$ cat src/rtl/jk_seq_pkg.sv
// Shared mode codes and Gray/JK helper functions for the jk_seq_gen sequencer.
package jk_seq_pkg;

  localparam int unsigned MAX_W = 16;

  localparam logic [1:0] MODE_HOLD = 2'b00;
  localparam logic [1:0] MODE_UP   = 2'b01;
  localparam logic [1:0] MODE_DOWN = 2'b10;
  localparam logic [1:0] MODE_GRAY = 2'b11;

  function automatic logic [MAX_W-1:0] bin2gray(input logic [MAX_W-1:0] b);
    return b ^ (b >> 1);
  endfunction

  // Prefix XOR from the MSB; zero-extended inputs decode correctly at any width.
  function automatic logic [MAX_W-1:0] gray2bin(input logic [MAX_W-1:0] g);
    logic [MAX_W-1:0] b;
    b[MAX_W-1] = g[MAX_W-1];
    for (int i = int'(MAX_W) - 2; i >= 0; i--) begin
      b[i] = b[i+1] ^ g[i];
    end
    return b;
  endfunction

  // Per-bit excitation: returns {j,k} that moves a JK cell from q to n.
  function automatic logic [1:0] jk_encode(input logic q, input logic n, input logic exc_mode);
    if (exc_mode) begin
      return {q ^ n, q ^ n};
    end
    return {~q & n, q & ~n};
  endfunction

endpackage

$ cat src/rtl/jk_excite.sv
// Per-bit combinational J/K encoder from current state q to target state n.
module jk_excite
  import jk_seq_pkg::*;
#(
  parameter int unsigned W        = 4,
  parameter int unsigned EXC_MODE = 0
) (
  input  logic [W-1:0] q,
  input  logic [W-1:0] n,
  output logic [W-1:0] j,
  output logic [W-1:0] k
);

  localparam logic EXC_BIT = (EXC_MODE != 0);

  for (genvar i = 0; i < int'(W); i++) begin : g_bit
    assign {j[i], k[i]} = jk_encode(q[i], n[i], EXC_BIT);
  end

endmodule

$ cat src/rtl/jk_ff.sv
// JK flip-flop cell with synchronous active-low reset.
module jk_ff (
  input  logic clk,
  input  logic rst,
  input  logic j,
  input  logic k,
  output logic q
);

  always_ff @(posedge clk) begin
    if (!rst) begin
      q <= 1'b0;
    end else begin
      case ({j, k})
        2'b01:   q <= 1'b0;
        2'b10:   q <= 1'b1;
        2'b11:   q <= ~q;
        default: q <= q;
      endcase
    end
  end

endmodule

$ cat src/rtl/jk_seq_gen.sv
// Programmable W-bit sequence register built from jk_ff cells driven by J/K excitation.
module jk_seq_gen
  import jk_seq_pkg::*;
#(
  parameter int unsigned W        = 4,
  parameter int unsigned EXC_MODE = 0
) (
  input  logic         clk,
  input  logic         rst,
  input  logic         en,
  input  logic [1:0]   mode,
  input  logic         load,
  input  logic [W-1:0] load_val,
  output logic [W-1:0] q,
  output logic [W-1:0] j_o,
  output logic [W-1:0] k_o,
  output logic         wrap
);

  localparam logic [W-1:0] ONES     = {W{1'b1}};
  localparam logic [W-1:0] GRAY_TOP = W'(1) << (W - 1);

  logic [W-1:0] n;
  logic [W-1:0] gray_next;
  logic [W-1:0] j_raw;
  logic [W-1:0] k_raw;
  logic         step;
  logic         wrap_d;

  // Binary successor is truncated to W bits before re-encoding to Gray.
  assign gray_next = W'(bin2gray(MAX_W'(W'(gray2bin(MAX_W'(q)) + MAX_W'(1)))));
  assign step      = !load && en && (mode != MODE_HOLD);

  // Next target state, load over mode-driven step.
  always_comb begin
    n = q;
    if (load) begin
      n = load_val;
    end else if (en) begin
      case (mode)
        MODE_UP:   n = q + W'(1);
        MODE_DOWN: n = q - W'(1);
        MODE_GRAY: n = gray_next;
        default:   n = q;
      endcase
    end
  end

  // Wrap is seen as a q/N pair at the sequence seam, never on a load.
  always_comb begin
    wrap_d = 1'b0;
    if (step) begin
      case (mode)
        MODE_UP:   wrap_d = (q == ONES)     && (n == '0);
        MODE_DOWN: wrap_d = (q == '0)       && (n == ONES);
        MODE_GRAY: wrap_d = (q == GRAY_TOP) && (n == '0);
        default:   wrap_d = 1'b0;
      endcase
    end
  end

  jk_excite #(
    .W        (W),
    .EXC_MODE (EXC_MODE)
  ) u_excite (
    .q (q),
    .n (n),
    .j (j_raw),
    .k (k_raw)
  );

  assign j_o = rst ? j_raw : '0;
  assign k_o = rst ? k_raw : '0;

  for (genvar i = 0; i < int'(W); i++) begin : g_cell
    jk_ff u_ff (
      .clk (clk),
      .rst (rst),
      .j   (j_o[i]),
      .k   (k_o[i]),
      .q   (q[i])
    );
  end

  always_ff @(posedge clk) begin
    if (!rst) begin
      wrap <= 1'b0;
    end else begin
      wrap <= wrap_d;
    end
  end

endmodule

$ cat config.mk
export PLATFORM = sky130hd
export DESIGN_NAME = jk_seq_gen
export DESIGN_NICKNAME = d
export VERILOG_FILES = /design/src/rtl/jk_seq_pkg.sv /design/src/rtl/jk_excite.sv /design/src/rtl/jk_ff.sv /design/src/rtl/jk_seq_gen.sv
export SDC_FILE = /design/constraint.sdc
export NUM_CORES = 1
export LEC_CHECK = 0
export BUFFER_PORTS_ARGS = -buffer_cell sky130_fd_sc_hd__buf_2
export CAP_MARGIN = 20
export CORE_ASPECT_RATIO = 1.25
export CORE_MARGIN = 2
export CORE_UTILIZATION = 46
export CTS_BUF_LIST = sky130_fd_sc_hd__clkbuf_16
export CTS_CLUSTER_SIZE = 28
export DETAILED_ROUTE_END_ITERATION = 12
export GPL_ROUTABILITY_DRIVEN = 0
export PLACE_DENSITY = 0.77
export SLEW_MARGIN = 15
export SYNTH_ARGS = -nofsm -noshare
export SYNTH_HDL_FRONTEND = slang
export SYNTH_SLANG_ARGS = --single-unit
$ cat constraint.sdc
create_clock -name clk -period 2.3 [get_ports clk]
set_input_delay 0.115 -clock clk [delete_from_list [all_inputs] [get_ports clk]]
set_output_delay 0.115 -clock clk [all_outputs]
set_load 0.01 [all_outputs]
Word-level counts from Yosys, hierarchy flattened
Cells that the tools add are included.
{ "classes": {"n_addsub": 3, "n_mux": 10, "bitwise": 20, "n_eq_ne": 18, "reduce_logical": 14} }
{ "ops": {"columns": ["op", "count"], "rows": [
  ["$eq 2x2->1 const B", 10],
  ["$mux 4", 4],
  ["$pmux 1 s3", 5],
  ["$eq 4x4->1 const B", 3],
  ["$pmux 4 s3", 1],
  ["$reduce_bool 3->1", 4],
  ["$eq 2x1->1 const B", 5],
  ["$add 4x1->4 const B", 2],
  ["$and 1x1->1", 8],
  ["$logic_not 4->1", 2],
  ["$not 1->1", 8],
  ["$logic_and 1x1->1", 5],
  ["$sub 4x1->4 const B", 1],
  ["$xor 4x3->4", 1],
  ["$xor 1x1->1", 3],
  ["$reduce_and 2->1", 1],
  ["$reduce_bool 2->1", 1],
  ["$logic_not 1->1", 1]
]} }
{ "totals": {"reg_bits": 5, "input_bits": 10, "wordCells": 70, "output_inout_bits": 13} }

Depth between registers and ports, before layout
Gate-level depths: netlist of the first run.
{ "depth": {"ltp_word": 13, "depth_mapped": 11, "mapped_depth_nobuf": 10} }

Cells and area by module
A second synthesis of the first run with hierarchy kept.
{ "unflattened": {"cells_unflattened": 106, "area_unflattened_um2": 867.1} }
{ "modules_own_cells": {"columns": ["module", "cells_each", "instances", "area_per_inst_um2", "seq_area_each_um2"], "rows": [
  ["jk_seq_gen", 82, 1, 611.8, 20.0],
  ["jk_ff", 4, 4, 51.3, 20.0],
  ["jk_excite", 8, 1, 50.0, 0.0]
]} }

Worst setup path after synthesis of the first run
OpenSTA, ideal clock, no wires.
{ "synth_timing": {"path_type": "reg-to-output", "start": "register g_cell[2].u_ff.q", "end": "output port j_o[2]", "path_stages_with_launch": 11, "arrival_time_ns": 2.297, "path_buffers": 1, "setup_slack_ns": -0.112, "required_time_ns": 2.185, "path_cell_list": "dfxtp_1 inv_1 ha_1 ha_1 nor2b_1 xnor2_1 a211o_1 a31oi_1 nor2_1 and3_1 buf_4"} }
{ "synth_via": {"elab_chain_cells": 10} }
{ "synth_rtl": {"columns": ["item", "line", "text"], "rows": [
  ["from (decl)", "jk_ff.sv:7", "output logic q"],
  ["from (signal assigned)", "jk_ff.sv:17", "2'b11: q <= ~q;"],
  ["from (signal assigned)", "jk_ff.sv:18", "default: q <= q;"],
  ["$xor 1x1->1 (3 in series)", "jk_seq_pkg.sv:20", "b[i] = b[i+1] ^ g[i];"],
  ["$add 4x1->4", "jk_seq_gen.sv:31", "assign gray_next = W'(bin2gray(MAX_W'(W'(gray2bin(MAX_W'(q)) + MAX_W'(1)))));"],
  ["$xor 4x3->4", "jk_seq_pkg.sv:12", "return b ^ (b >> 1);"],
  ["$pmux 4 s3", "jk_seq_gen.sv:40", "case (mode)"],
  ["$mux 4", "jk_seq_gen.sv:39", "end else if (en) begin"],
  ["$mux 4", "jk_seq_gen.sv:37", "if (load) begin"],
  ["$and 1x1->1 *", "jk_seq_pkg.sv:30", "return {~q & n, q & ~n};"],
  ["$mux 4 *", "jk_seq_gen.sv:72", "assign j_o = rst ? j_raw : '0;"],
  ["to (decl)", "jk_seq_gen.sv:15", "output logic [W-1:0] j_o,"]
]} }
Every way passes the cells marked *; elsewhere a longest branch is shown, timed or not.

Worst setup path in the final report of the first run
{ "layout_timing": {"start": "register g_cell[3].u_ff.q", "end": "output port j_o[2]"} }
{ "layout_via": {"elab_chain_cells": 10} }
{ "layout_rtl": {"columns": ["item", "line"], "rows": [
  ["from (decl)", "jk_ff.sv:7"],
  ["from (signal assigned)", "jk_ff.sv:17"],
  ["from (signal assigned)", "jk_ff.sv:18"],
  ["$xor 1x1->1 (3 in series)", "jk_seq_pkg.sv:20"],
  ["$add 4x1->4 *", "jk_seq_gen.sv:31"],
  ["$xor 4x3->4 *", "jk_seq_pkg.sv:12"],
  ["$pmux 4 s3 *", "jk_seq_gen.sv:40"],
  ["$mux 4 *", "jk_seq_gen.sv:39"],
  ["$mux 4 *", "jk_seq_gen.sv:37"],
  ["$and 1x1->1 *", "jk_seq_pkg.sv:30"],
  ["$mux 4 *", "jk_seq_gen.sv:72"]
]} }
Marks and branches as above.

==> impl_metrics.yaml, run 1 <==
placement:
  place_area_um2: 898
  placedCellCount: 144
  port_buffers: 22
  dp_hpwl_um: 1700
global_routing:
  antenna_found_initial: 0
  grt_pass1_vias: 803
  grt_util_all_layers_pct: 23.7
  grt_max_degree: 14
  grt_pass1_wl_um: 3390
  overflow: 0
status:
  violations: "setup timing"
  outcome: "complete, but fails checks"
worst_hold_path:
  hp-class: "in2reg"
timing:
  max_slew_margin_pct: 66.1
  timing.fmax_mhz: 432
  fin_ws_ns: -0.0170
  setup_viol: 1
  slew_violations: 0
  min_period_ns: 2.32
  rsz0062_at_grt: "true"
  tightest_slew_ns: 0.508
  finClkSkew_ns: 0.00460
  period_share_pct: 101
  hold_viol: 0
setup_path:
  crit_path_max_fanout: 5
  end_kind: "primary output"
  critPathArrivalTime_ns: 2.20
  path_class: "reg2out"
  start_kind: "register"
  critPathRequiredTime_ns: 2.18
layout:
  fin_area_um2: 1070
  multi_input_area_um2: 622
  diodes: 0
  layout.cells.non_filler: 152
  seqCellArea_um2: 103
  area_growth_pct: 35.2
  nFillCells: 137
  drive_gt1_share_pct: 40.3
  final_nets: 153
logic_synthesis:
  synth-seq-area-share_pct: 12.6
  synth_warnings: 0
  syn_area_um2: 792
  avgSynthCellArea_um2: 7.14
  synth.area.top_cells: "dfxtp_1 13%, ha_1 13%, buf_4 11%"
  synth.distinct_cells: 37
  syn-num-nets: 129
  async_flop_share_pct: 0
  yosys_most_used_dff: "dfxtp_1"
  yosys_register_bits: 5
  synth.largest_area_cell: "dfxtp_1"
  synth-edff-count: 0
  yosysTopAreaCellShare_pct: 12.6
  synthCells: 111
pwr:
  clkPwrFrac_pct: 44.8
  p_int_w: 0.000438
  irDropWorstVdd_v: 0.000291
  total_power_w: 0.000638
  power_density_nw_per_um2: 595
  swShare_pct: 31.3
  leakage_nw: 0.524
  switchingPower_w: 0.000199
  p_comb_share_pct: 39.7
  seqPwrFrac_pct: 15.6
route:
  drt_iter0_drc: 27
  vias: 904
  viasPerCell: 5.95
  post_drt_wl_per_cell_um: 15.5
  ant_nets: 0
  dr.pass1.iters: 4
  routed_wl_um: 2360
  drc_errors: 0
clock_network:
  clockBufferDepth: 2
  htreeDepth: 1
  clock-root-buffer: "clkbuf_16"
  numCtsBuffers: 3
  tritoncts: "done"
  cts_num_sinks: 5
  cts.clk_slew.worst_paths_ns: 0.04
  clk_latency_ns: 0.23
floorplanning:
  core_um2: 1600
  die-width_um: 41.1
  die_h_um: 50.4
  start_util_pct: 49.5
  pin_count: 23
  core.rowCount: 16
  die_area_um2: 2070
flow_run:
  maxCapViolations: 0
[placed cells by master (no fill, tap or decap), drive strengths merged]
cell	n
and3	6
a211oi	2
or3	1
o21ai	4
nor3	1
o31ai	1
a31oi	2
xor2	1
nor4b	1
nand4b	1
a211o	1
nor2	8
buf	35
and2	3
a22o	1
o211ai	2
mux2i	1
o32ai	1
nor2b	2
a311oi	1
o311a	1
inv	10
ha	8
a21o	1
nand2	9
nor4	1
xnor2	4
nand3	4
nand2b	1
clkbuf	3
nor3b	1
a21oi	9
a31o	1
and3b	1
dfxtp	5
[area by class of cell]
class                      instances  area share [%]
tap                               18            2.10
inverter                           9            3.15
multi-input combinational         81            58.1
timing repair buffer              35            19.7
clock inverter                     1           0.350
clock buffer                       3            7.01
sequential                         5            9.58
[logic make-up after synthesis]
| logic type | count (synthesis) | synth area share, % |
|---|---|---|
| AND/OR/NAND/NOR | 40 | 27.3 |
| XOR/XNOR | 5 | 5.53 |
| flip-flops | 5 | 12.6 |
| AO/OA/AOI/OAI | 27 | 22.7 |
| multiplexers | 1 | 1.26 |
| buffers and inverters | 25 | 17.9 |
| adder cells (fa/ha/maj) | 8 | 12.6 |
[power by group through the flow]
stage	clock network (W)	logic (W)	registers, W
2_1_floorplan	0	0.000153	0.000100
3_3_place_gp	0	0.000201	0.0000985
3_5_place_dp	0	0.000207	0.0000994
4_1_cts	0.000287	0.000229	0.0000988
5_1_grt	0.000294	0.000273	0.000100
6_report	0.000285	0.000253	0.0000992
[per-layer routing]
layer	global-route usage, %	wire length [um]	up-vias
met5	0	0	-
met4	18.3	116	0
met3	1.77	145	15
met2	41.4	1230	46
met1	23.2	872	416
li1	-	-	427
[repair_timing]
| action | CTS | global route |
|---|---|---|
| hold buffers | 0 | 0 |
| pin swaps | 7 | 9 |
| setup buffers | 2 | 2 |
| gates resized for setup | 8 | 6 |
| endpoints found under the setup margin | 4 | 4 |
[state kept, by name, indices dropped and copies added (netlist names)]
name	cells
wrap	1
g_cell.u_ff.q	4
[cell usage after synthesis (2+ instances only)]
library cell / number
o21ai_0: 4
nand2_1: 9
nor2_1: 8
inv_1: 9
a21oi_1: 8
clkbuf_1: 2
and3_1: 6
a31oi_1: 2
a211oi_1: 2
buf_2: 2
dfxtp_1: 5
xnor2_1: 4
ha_1: 8
o211ai_1: 2
buf_4: 12
nand3_1: 4
nor2b_1: 2
and2_1: 3
[metrics by stage]
stage                     hold WS [ns]  setup slack, ns  setup TNS (ns)  utilization (%)
after floorplan                  0.301           0.0193               0                -
after global placement           0.457            0.137               0             56.1
after detailed placement         0.466           0.0581               0             56.1
after CTS                        0.207          -0.0167         -0.0167             64.0
after global routing             0.229          -0.0906          -0.227             66.9
final                            0.218          -0.0170         -0.0170             66.9
[final timing paths]
check	from	endpoint	slack, ns	depth (start not counted)
setup reg to reg	g_cell[3].u_ff.q$_SDFFE_PN0P_	g_cell[2].u_ff.q$_SDFFE_PN0P_	0.34	9
hold / removal	rst	g_cell[3].u_ff.q$_SDFFE_PN0P_	0.22	2
hold reg to reg	g_cell[3].u_ff.q$_SDFFE_PN0P_	g_cell[3].u_ff.q$_SDFFE_PN0P_	0.74	3
setup / recovery	g_cell[3].u_ff.q$_SDFFE_PN0P_	j_o[2]	-0.02	10
[critical path, stage by stage (launching register included)]
cell	delay, ns
dfxtp_2	0.32
inv_2	0.05
ha_4	0.24
ha_4	0.31
a21o_1	0.17
a21oi_2	0.07
a211o_1	0.24
a31oi_2	0.22
nor2_2	0.07
and3_1	0.14
buf_2	0.13
No activity file was read; power rests on OpenSTA's default activity.
==> run 2: changes to the inputs <==
--- a/config.mk
+++ b/config.mk
@@ -7,15 +7,14 @@
 export LEC_CHECK = 0
 export BUFFER_PORTS_ARGS = -buffer_cell sky130_fd_sc_hd__buf_2
 export CAP_MARGIN = 20
-export CORE_ASPECT_RATIO = 1.25
 export CORE_MARGIN = 2
-export CORE_UTILIZATION = 46
+export CORE_UTILIZATION = 54
 export CTS_BUF_LIST = sky130_fd_sc_hd__clkbuf_16
 export CTS_CLUSTER_SIZE = 28
 export DETAILED_ROUTE_END_ITERATION = 12
 export GPL_ROUTABILITY_DRIVEN = 0
-export PLACE_DENSITY = 0.77
-export SLEW_MARGIN = 15
+export PLACE_DENSITY = 0.85
+export SLEW_MARGIN = 20
 export SYNTH_ARGS = -nofsm -noshare
 export SYNTH_HDL_FRONTEND = slang
 export SYNTH_SLANG_ARGS = --single-unit
==> constraint.sdc (replaced) <==
create_clock -name clk -period 2.7 [get_ports clk]
set_input_delay 0.135 -clock clk [delete_from_list [all_inputs] [get_ports clk]]
set_output_delay 0.135 -clock clk [all_outputs]
set_load 0.01 [all_outputs]
==> run 2 against run 1 <==
Effect of this change:
- hold slack gained 0.019 ns
- largest cell class unchanged
- via count fell by 8.3%
- die area decreased by 14%
- the run now ends clean
- first-iteration DRC count is 30% lower
- combinational power fell by 32%
==> impl_metrics.yaml, run 2 (synthesis results as in run 1) <==
clock_network:
  clockBufferDepth: 2
  cts.clk_slew.worst_paths_ns: 0.03
  numCtsBuffers: 3
  cts_hold_buf: 0
  tritoncts: "done"
  clk_latency_ns: 0.22
  cts_num_sinks: 5
  clock-root-buffer: "clkbuf_16"
  htreeDepth: 1
global_routing:
  grt_pass1_wl_um: 3220
  grt_max_degree: 14
  antenna_found_initial: 0
  grt_util_all_layers_pct: 22.5
  grt_pass1_vias: 760
  overflow: 0
placement:
  place_area_um2: 836
  dp_hpwl_um: 1440
  port_buffers: 22
  pre_cts_ws_ns: 0.151
route:
  drc_errors: 0
  post_drt_wl_per_cell_um: 14.0
  drt_iter0_drc: 19
  ant_nets: 0
  vias: 829
  routed_wl_um: 1950
  viasPerCell: 5.96
  dr.pass1.iters: 4
timing:
  max_slew_margin_pct: 63.6
  finClkSkew_ns: 0.000745
  timing.fmax_mhz: 398
  min_period_ns: 2.51
  tightest_slew_ns: 0.542
  period_share_pct: 93.0
  slew_violations: 0
  setup_viol: 0
  hold_viol: 0
  rsz0062_at_grt: "false"
  setup_tns_ns: 0
  worst_hold_slack_ns: 0.238
  fin_ws_ns: 0.190
floorplanning:
  core_um2: 1330
  die_h_um: 42.3
  core.rowCount: 13
  start_util_pct: 59.4
  die-width_um: 42.3
  die_area_um2: 1790
  pin_count: 23
setup_path:
  timing.rr.end: "g_cell[3].u_ff.q$_SDFFE_PN0P_"
  critPathArrivalTime_ns: 2.37
  path_class: "reg2out"
  end_kind: "primary output"
  r2r_start: "g_cell[3].u_ff.q$_SDFFE_PN0P_"
  reg2reg_slack_ns: 0.59
  start_kind: "register"
  worstRegToRegCells: 9
  crit_path_max_fanout: 6
  critPathRequiredTime_ns: 2.57
pwr:
  clkPwrFrac_pct: 48.2
  power_density_nw_per_um2: 522
  leakage_nw: 0.462
  total_power_w: 0.000494
  swShare_pct: 29.8
  switchingPower_w: 0.000148
  p_int_w: 0.000347
  p_comb_share_pct: 34.8
  seqPwrFrac_pct: 16.9
  irDropWorstVdd_v: 0.000270
layout:
  multi_input_area_um2: 582
  diodes: 0
  seqCellArea_um2: 101
  area_growth_pct: 19.6
  layout_commonest_cell: "buf_2"
  final_nets: 143
  final_cell_mix: "22 x buf_2, 10 x inv_1, 9 x nand2_1, 8 x nor2_1, 8 x a21oi_1"
  regMostFlops: "g_cell.u_ff.q"
  nFillCells: 107
  drive_gt1_share_pct: 27.4
  reg_top3: "g_cell.u_ff.q: 4 flops, wrap: 1 flops"
  fin_area_um2: 947
  largest_reg_flops: 4
worst_hold_path:
  min_path_cells: 2
  hp-class: "in2reg"
  worst_hold_startpoint: "rst"
  hold_path_end: "g_cell[3].u_ff.q$_SDFFE_PN0P_"
flow_run:
  maxCapViolations: 0
status:
  outcome: "finished clean"
## run 2: worst max-delay path by stage
| stage | from | end | slack, ns | cells past startpoint |
|---|---|---|---|---|
| after floorplan | g_cell[2].u_ff.q$_SDFFE_PN0P_ | j_o[2] | 0.27 | 10 |
| after global placement | g_cell[3].u_ff.q$_SDFFE_PN0P_ | j_o[2] | 0.26 | 10 |
| after CTS | g_cell[3].u_ff.q$_SDFFE_PN0P_ | j_o[2] | 0.08 | 10 |
| after global routing | g_cell[3].u_ff.q$_SDFFE_PN0P_ | j_o[2] | 0.06 | 10 |
| after detailed placement | g_cell[3].u_ff.q$_SDFFE_PN0P_ | j_o[2] | 0.15 | 10 |
| final | g_cell[3].u_ff.q$_SDFFE_PN0P_ | j_o[2] | 0.19 | 10 |
## run 2: stage by stage
step / util, % / instances
3_5_place_dp: 62.7 / 135
5_1_grt: 71.0 / 139
3_3_place_gp: 62.7 / 135
4_1_cts: 69.6 / 139
6_report: 71.0 / 139
2_1_floorplan: - / 111
## run 2: worst max-delay path: stages, from the launching register on
cell     delay [ns]
dfxtp_2        0.36
inv_1          0.11
ha_4           0.31
ha_4           0.21
nor2b_1        0.14
xnor2_1        0.10
a211o_1        0.31
a31oi_2        0.20
nor2_1         0.10
and3_1         0.18
buf_2          0.13
## run 2: power groups by stage
stage          clock network, W  logic (W)  registers (W)
6_report               0.000238   0.000172      0.0000837
5_1_grt                0.000243   0.000190      0.0000842
4_1_cts                0.000239   0.000163      0.0000836
3_5_place_dp                  0   0.000154      0.0000842
3_3_place_gp                  0   0.000148      0.0000839
2_1_floorplan                 0   0.000123      0.0000852
## run 2: repair_timing
item / in CTS / in global routing
setup buffers: 0 / 0
endpoints found under the setup margin: 1 / 2
resized for setup: 2 / 3
pin swaps: 0 / 0
endpoints found under the hold margin: 0 / 0
## run 2: routing by layer
layer  wire, um  global-route usage, %  vias up
li1           -                      -      405
met1        810                   27.5      389
met2        991                   39.1       31
met3        109                   3.02        4
met4         36                   9.38        0
met5          0                      0        -
## run 2: cell type report
class / count / share of cell area (%)
clock buffer: 3 / 7.93
clock inverter: 1 / 0.396
inverter: 9 / 3.57
multi-input combinational: 81 / 61.4
sequential: 5 / 10.7
tap: 15 / 1.98
timing repair buffer: 25 / 14.0
